<file path="src/rtl/wave_key_ctrl_pkg.sv">
// wave_key_pkg: waveform select codes, debounce FSM states and the priority pick helper
package wave_key_pkg;
    localparam logic [3:0] WAVE_NONE     = 4'b0000;
    localparam logic [3:0] WAVE_SINE     = 4'b0001;
    localparam logic [3:0] WAVE_SQUARE   = 4'b0010;
    localparam logic [3:0] WAVE_TRIANGLE = 4'b0100;
    localparam logic [3:0] WAVE_SAWTOOTH = 4'b1000;

    typedef enum logic [1:0] {IDLE, PRESS_F, PRESSED, REL_F} deb_state_t;

    // Isolates the lowest set bit, so key0 wins when presses coincide
    function automatic logic [3:0] lowest_onehot(input logic [3:0] v);
        return v & (~v + 4'd1);
    endfunction
endpackage

</file>
<file path="src/rtl/wave_key_ctrl_if.sv">
// wave_key_ctrl_if: raw key inputs and the waveform select / accept pulse towards dds_ctrl
interface wave_key_ctrl_if;
    logic [3:0] key_n;
    logic [3:0] wave_sel;
    logic       key_flag;
    modport master (output key_n, input wave_sel, key_flag);
    modport slave  (input key_n, output wave_sel, key_flag);
endinterface

</file>
<file path="src/rtl/wave_key_ctrl_debounce.sv">
// key_debounce: 2-FF synchronizer plus press/release debounce FSM for one active-low key
module key_debounce
    import wave_key_pkg::*;
#(
    parameter int CNT_MAX = 1_000_000
) (
    input  logic sys_clk,
    input  logic sys_rst_n,
    input  logic key_n,
    output logic press_ok
);
    localparam int CW = (CNT_MAX > 1) ? $clog2(CNT_MAX) : 1;
    localparam logic [CW-1:0] CLAST = CW'(CNT_MAX - 1);

    logic [1:0]    r_sync;
    deb_state_t    r_state, w_state_nx;
    logic [CW-1:0] r_cnt, w_cnt_nx;
    logic          w_key_s;

    assign w_key_s = r_sync[1];

    always_ff @(posedge sys_clk or negedge sys_rst_n) begin
        if (!sys_rst_n) begin
            r_sync  <= 2'b11;
            r_state <= IDLE;
            r_cnt   <= '0;
        end else begin
            r_sync  <= {r_sync[0], key_n};
            r_state <= w_state_nx;
            r_cnt   <= w_cnt_nx;
        end
    end

    // press_ok is Mealy so the top can register the select on the accepting edge itself
    always_comb begin
        w_state_nx = r_state;
        w_cnt_nx   = r_cnt;
        press_ok   = 1'b0;
        unique case (r_state)
            IDLE: if (!w_key_s) begin
                w_state_nx = PRESS_F;
                w_cnt_nx   = '0;
            end
            PRESS_F: if (w_key_s) begin
                w_state_nx = IDLE;
                w_cnt_nx   = '0;
            end else if (r_cnt == CLAST) begin
                w_state_nx = PRESSED;
                w_cnt_nx   = '0;
                press_ok   = 1'b1;
            end else w_cnt_nx = r_cnt + 1'b1;
            PRESSED: if (w_key_s) begin
                w_state_nx = REL_F;
                w_cnt_nx   = '0;
            end
            REL_F: if (!w_key_s) begin
                w_state_nx = PRESSED;
                w_cnt_nx   = '0;
            end else if (r_cnt == CLAST) begin
                w_state_nx = IDLE;
                w_cnt_nx   = '0;
            end else w_cnt_nx = r_cnt + 1'b1;
        endcase
    end
endmodule

</file>
<file path="src/rtl/wave_key_ctrl.sv">
// wave_key_ctrl: four debounced keys -> registered one-hot waveform select for dds_ctrl.
// Define WAVE_DEMO_EN to build the auto-rotating demo that runs until the first accepted press.
module wave_key_ctrl
    import wave_key_pkg::*;
#(
    parameter int CNT_MAX  = 1_000_000,
    parameter int DEMO_CNT = 50_000_000
) (
    input  logic            sys_clk,
    input  logic            sys_rst_n,
    wave_key_ctrl_if.slave  bus
);
    logic [3:0] w_press;
    logic [3:0] w_pick;
    logic [3:0] r_wave_sel;
    logic       r_key_flag;

    if (CNT_MAX < 2 || DEMO_CNT < 2) begin : g_bad_param
        $error("wave_key_ctrl: CNT_MAX and DEMO_CNT must be at least 2");
    end

    for (genvar i = 0; i < 4; i++) begin : g_key
        key_debounce #(.CNT_MAX(CNT_MAX)) u_deb (
            .sys_clk   (sys_clk),
            .sys_rst_n (sys_rst_n),
            .key_n     (bus.key_n[i]),
            .press_ok  (w_press[i])
        );
    end

    assign w_pick = lowest_onehot(w_press);

`ifdef WAVE_DEMO_EN
    localparam int DW = $clog2(DEMO_CNT);

    logic [DW-1:0] r_demo_cnt;
    logic          r_demo_on;
    logic          w_wrap;
    logic [3:0]    w_rot;

    assign w_wrap = r_demo_cnt == DW'(DEMO_CNT - 1);
    assign w_rot  = (r_wave_sel[3] || r_wave_sel == WAVE_NONE) ? WAVE_SINE : {r_wave_sel[2:0], 1'b0};

    // A press on the same edge as a wrap takes priority and ends the demo for good
    always_ff @(posedge sys_clk or negedge sys_rst_n) begin
        if (!sys_rst_n) begin
            r_demo_cnt <= '0;
            r_demo_on  <= 1'b1;
            r_wave_sel <= WAVE_NONE;
            r_key_flag <= 1'b0;
        end else begin
            r_key_flag <= |w_press;
            if (r_demo_on) r_demo_cnt <= w_wrap ? '0 : r_demo_cnt + 1'b1;
            if (|w_press) begin
                r_wave_sel <= w_pick;
                r_demo_on  <= 1'b0;
            end else if (r_demo_on && w_wrap) r_wave_sel <= w_rot;
        end
    end
`else
    always_ff @(posedge sys_clk or negedge sys_rst_n) begin
        if (!sys_rst_n) begin
            r_wave_sel <= WAVE_NONE;
            r_key_flag <= 1'b0;
        end else begin
            r_key_flag <= |w_press;
            if (|w_press) r_wave_sel <= w_pick;
        end
    end
`endif

    assign bus.wave_sel = r_wave_sel;
    assign bus.key_flag = r_key_flag;
endmodule

</file>
<file path="src/flat_wrapper.sv">
// flat-port wrapper written by rule: the top's interface ports become plain ports
module wave_key_ctrl_flat import wave_key_pkg::*;
#(
    parameter int CNT_MAX  = 1_000_000,
    parameter int DEMO_CNT = 50_000_000
)
  (sys_clk, sys_rst_n, bus_key_n, bus_wave_sel, bus_key_flag);
  wave_key_ctrl_if bus_i ();
  input  logic sys_clk;
  input  logic sys_rst_n;
  input wire logic [$bits(bus_i.key_n)-1:0] bus_key_n;
  output wire logic [$bits(bus_i.wave_sel)-1:0] bus_wave_sel;
  output wire logic [$bits(bus_i.key_flag)-1:0] bus_key_flag;
  assign bus_i.key_n = bus_key_n;
  assign bus_wave_sel = bus_i.wave_sel;
  assign bus_key_flag = bus_i.key_flag;
  wave_key_ctrl #(.CNT_MAX(CNT_MAX), .DEMO_CNT(DEMO_CNT)) u_core (.sys_clk(sys_clk), .sys_rst_n(sys_rst_n), .bus(bus_i));
endmodule
</file>
<file path="config.mk">
export PLATFORM = sky130hd
export DESIGN_NAME = wave_key_ctrl_flat
export DESIGN_NICKNAME = d
export VERILOG_FILES = /design/src/rtl/wave_key_ctrl_pkg.sv /design/src/rtl/wave_key_ctrl_if.sv /design/src/rtl/wave_key_ctrl_debounce.sv /design/src/rtl/wave_key_ctrl.sv /design/src/flat_wrapper.sv
export SDC_FILE = /design/constraint.sdc
export NUM_CORES = 1
export LEC_CHECK = 0
export CORE_AREA = 2 2 104 86
export CTS_CLUSTER_SIZE = 12
export DETAILED_ROUTE_END_ITERATION = 16
export DIE_AREA = 0 0 106 88
export GPL_TIMING_DRIVEN = 0
export PLACE_DENSITY = 0.87
export SYNTH_ARGS = -nofsm -noshare
export SYNTH_HDL_FRONTEND = slang
export SYNTH_SLANG_ARGS = --single-unit
</file>
<file path="constraint.sdc">
create_clock -name sys_clk -period 3.35 [get_ports sys_clk]
set_input_delay 0.67 -clock sys_clk [delete_from_list [all_inputs] [get_ports sys_clk]]
set_output_delay 0.67 -clock sys_clk [all_outputs]
set_load 0.005 [all_outputs]
</file>
==> results_dict.tcl <==
set metrics [dict create \
    drive_above_1_share_pct 7.31 \
    grt_use_total_pct 25.4 \
    rows 30 \
    cap_viol_max_count 0 \
    synth_area_leaders "dfrtp_1, xnor2_1, nand2_1" \
    finalCriticalPeriod_ns 2.37 \
    finalHoldViolations 0 \
    dieWidth_um 106 \
    ys_seq_area_share_pct 48.6 \
    cts_tree "done" \
    initial_core_util_pct 63.0 \
    arrival_ns 2.63 \
    wirelength_um 11000 \
    dp_hpwl_um 7770 \
    synth_area_um2 5220 \
    post_cts_resized 0 \
    ys_seq_elements 101 \
    drc 0 \
    final-seq-area_um2 2540 \
    fin_util_pct 68.3 \
    htree_levels 3 \
    path_clk_slew_ns 0.09 \
    synth_cell_types 58 \
    num_vias 4351 \
    hold-worst-slack_ns 0.246 \
    diodes 0 \
    gp_congestion 0.888 \
    r2r_setup_slack_ns 0.98 \
    rr_endpoint "u_core.g_key[2].u_deb.r_cnt[15]" \
    die_h_um 88 \
    synthCells 561 \
    final_cells 700 \
    worstSkewPairLatency_ns 0.38 \
    multi_input_area_um2 2550 \
    nFillCells 627 \
    synth_edf_count 0 \
    cts_made_buffers 9 \
    setup_ws_ns 0.985 \
    wire_per_inst_um 15.7 \
    setup_viol 0 \
    synth_nets 571 \
    fin_area_um2 5660 \
    startpoint "u_core.g_key[2].u_deb.r_cnt[1]" \
    leakage_nw 2.28 \
    max-slew-margin-rel_pct 46.2 \
    final_nets 593 \
    placed_area_um2 5490 \
    vias_per_cell 6.22 \
    holdBufCountCts 0 \
    ant_nets 0 \
    cts_root_buf "clkbuf_8" \
    synth_top_area_share_pct 44.6 \
    yosysMostFrequentCell "dfrtp_1" \
    pin_count 11 \
    ir_drop_mv 0.478 \
    worstMarginPinSlew_ns 0.800 \
    reg2reg_depth 7 \
    yosys-top-cells-count "dfrtp_1, nand2_1, nor2_1" \
    hold_class "in -> async" \
    antenna_found_initial 0 \
    synth_async_sr_flop_share_pct 100 \
    dr.first_iter.drc_count 292 \
    reg2reg_from "u_core.g_key[2].u_deb.r_cnt[1]" \
    grt_max_degree 66 \
    power_density_nw_per_um2 480 \
    area_growth_syn_to_layout_pct 8.46 \
    final_max_slew_viol_count 0 \
    ys_warn_count 0 \
    synth_flop_cell "dfrtp_1" \
    post-place-ws_ns 1.02 \
    dp_cells 684 \
    outcome "completed" \
    synth_area_leader_cell "dfrtp_1" \
    drt_pass1_iterations 5 \
    required_ns 3.61 \
    skew_ns 0.0149 \
    min_period_over_period_pct 70.6 \
    clock_sinks 101 \
    cp_max_fo 10 \
    io_buffer_count 10 \
    fp.coreArea_um2 8300 \
    postCtsSetupBuffers 0 \
    crit_type "reg -> reg" \
    grt_remaining_overflow 0 \
    cp-start-kind "flip-flop" \
    rsz0062_at_grt "no" \
    grt_pass1_vias 4112 \
    avgSynthCellArea_um2 9.31 \
    grt_pass1_wl_um 18700 \
    fmaxAchievable_mhz 423 \
    cts_buffer_depth 2 \
    endpoint_kind "flip-flop" \
    die-area_um2 9330 \
]
==> cells by family (layout without fill, tap and decap cells) <==
group / count (synthesis) / in the layout / share of synthesized area, %
adder cells (fa/ha/maj): 4 / 4 / 0.958
multiplexers: 5 / 5 / 0.982
AO/OA/AOI/OAI: 98 / 98 / 12.0
XOR/XNOR: 40 / 40 / 6.71
buffers and inverters: 33 / 60 / 2.56
flip-flops: 101 / 101 / 48.6
AND/OR/NAND/NOR: 280 / 280 / 28.2
==> report_power, final <==
| group | internal [mW] | switching (mW) |
|---|---|---|
| Combinational | 0.195 | 0.448 |
| Sequential | 1.30 | 0.0688 |
| Clock | 0.275 | 0.438 |
==> how the worst max path moves through the flow <==
stage | cells past startpoint | slack [ns] | end
floorplan | 7 | 1.43 | u_core.g_key[2].u_deb.r_cnt[10]
global placement | 1 | -2.05 | u_core.g_key[0].u_deb.r_cnt[0]
detailed placement | 7 | 1.02 | u_core.g_key[2].u_deb.r_cnt[13]
CTS | 7 | 1.01 | u_core.g_key[2].u_deb.r_cnt[15]
global route | 7 | 0.71 | u_core.g_key[2].u_deb.r_cnt[8]
finish | 7 | 0.98 | u_core.g_key[2].u_deb.r_cnt[15]
==> registers in the layout (all words and copies together) (netlist names), named ones only <==
name / count
u_core.bus.key_flag: 1
u_core.bus.wave_sel: 4
u_core.g_key.u_deb.r_cnt: 80
u_core.g_key.u_deb.r_state: 4
u_core.g_key.u_deb.r_sync: 8
==> placed cells by master, fill, tap and decap left out, types with 7 or more instances in the layout <==
cell | synthesis | final
dfrtp_1 | 93 | 93
nand2_1 | 63 | 63
nor2_1 | 61 | 61
nand3_1 | 40 | 40
o21ai_0 | 31 | 31
xnor2_1 | 30 | 30
nor4_1 | 21 | 21
a21oi_1 | 21 | 21
inv_1 | 19 | 19
nand4_1 | 17 | 17
nor3_1 | 12 | 12
or3_1 | 12 | 12
xor2_1 | 10 | 10
clkbuf_8 | 0 | 9
clkdlybuf4s50_1 | 0 | 9
clkbuf_1 | 7 | 8
dfstp_2 | 8 | 8
and3_1 | 7 | 7
a21o_1 | 7 | 7
==> metal layers <==
layer | vias to the layer above | GRT usage, % | part of all wire [%]
li1 | 2082 | - | -
met1 | 2111 | 33.1 | 45
met2 | 143 | 42.4 | 48
met3 | 15 | 6.70 | 5.8
met4 | 0 | 7.54 | 1.0
met5 | - | 0 | 0
==> worst max-delay path, cell delays in order (launching register included) <==
cell     delay [ns]
dfrtp_1        0.41
ha_1           0.27
nand3_1        0.18
nor4_1         0.37
a31oi_1        0.33
nor2_1         0.33
buf_2          0.28
nor2_1         0.07
==> stage by stage <==
stage | TNS, ns | total power [mW]
2_1_floorplan | 0 | 1.82
3_3_place_gp | -196.29 | 1.98
3_5_place_dp | 0 | 2.02
4_1_cts | 0 | 2.73
5_1_grt | 0 | 2.88
6_report | 0 | 2.72
==> final cells by class <==
class                   instances  area share [%]
clock buffers                  10            2.25
repair buffers                 11            2.21
flip-flops and latches        101            44.8
inverters                      19            1.26
well taps                     112            2.47
plain buffers                  14            1.10
multi-input cells             427            45.0
clock inverters                 6           0.861
(Power assumes the default switching activity.)
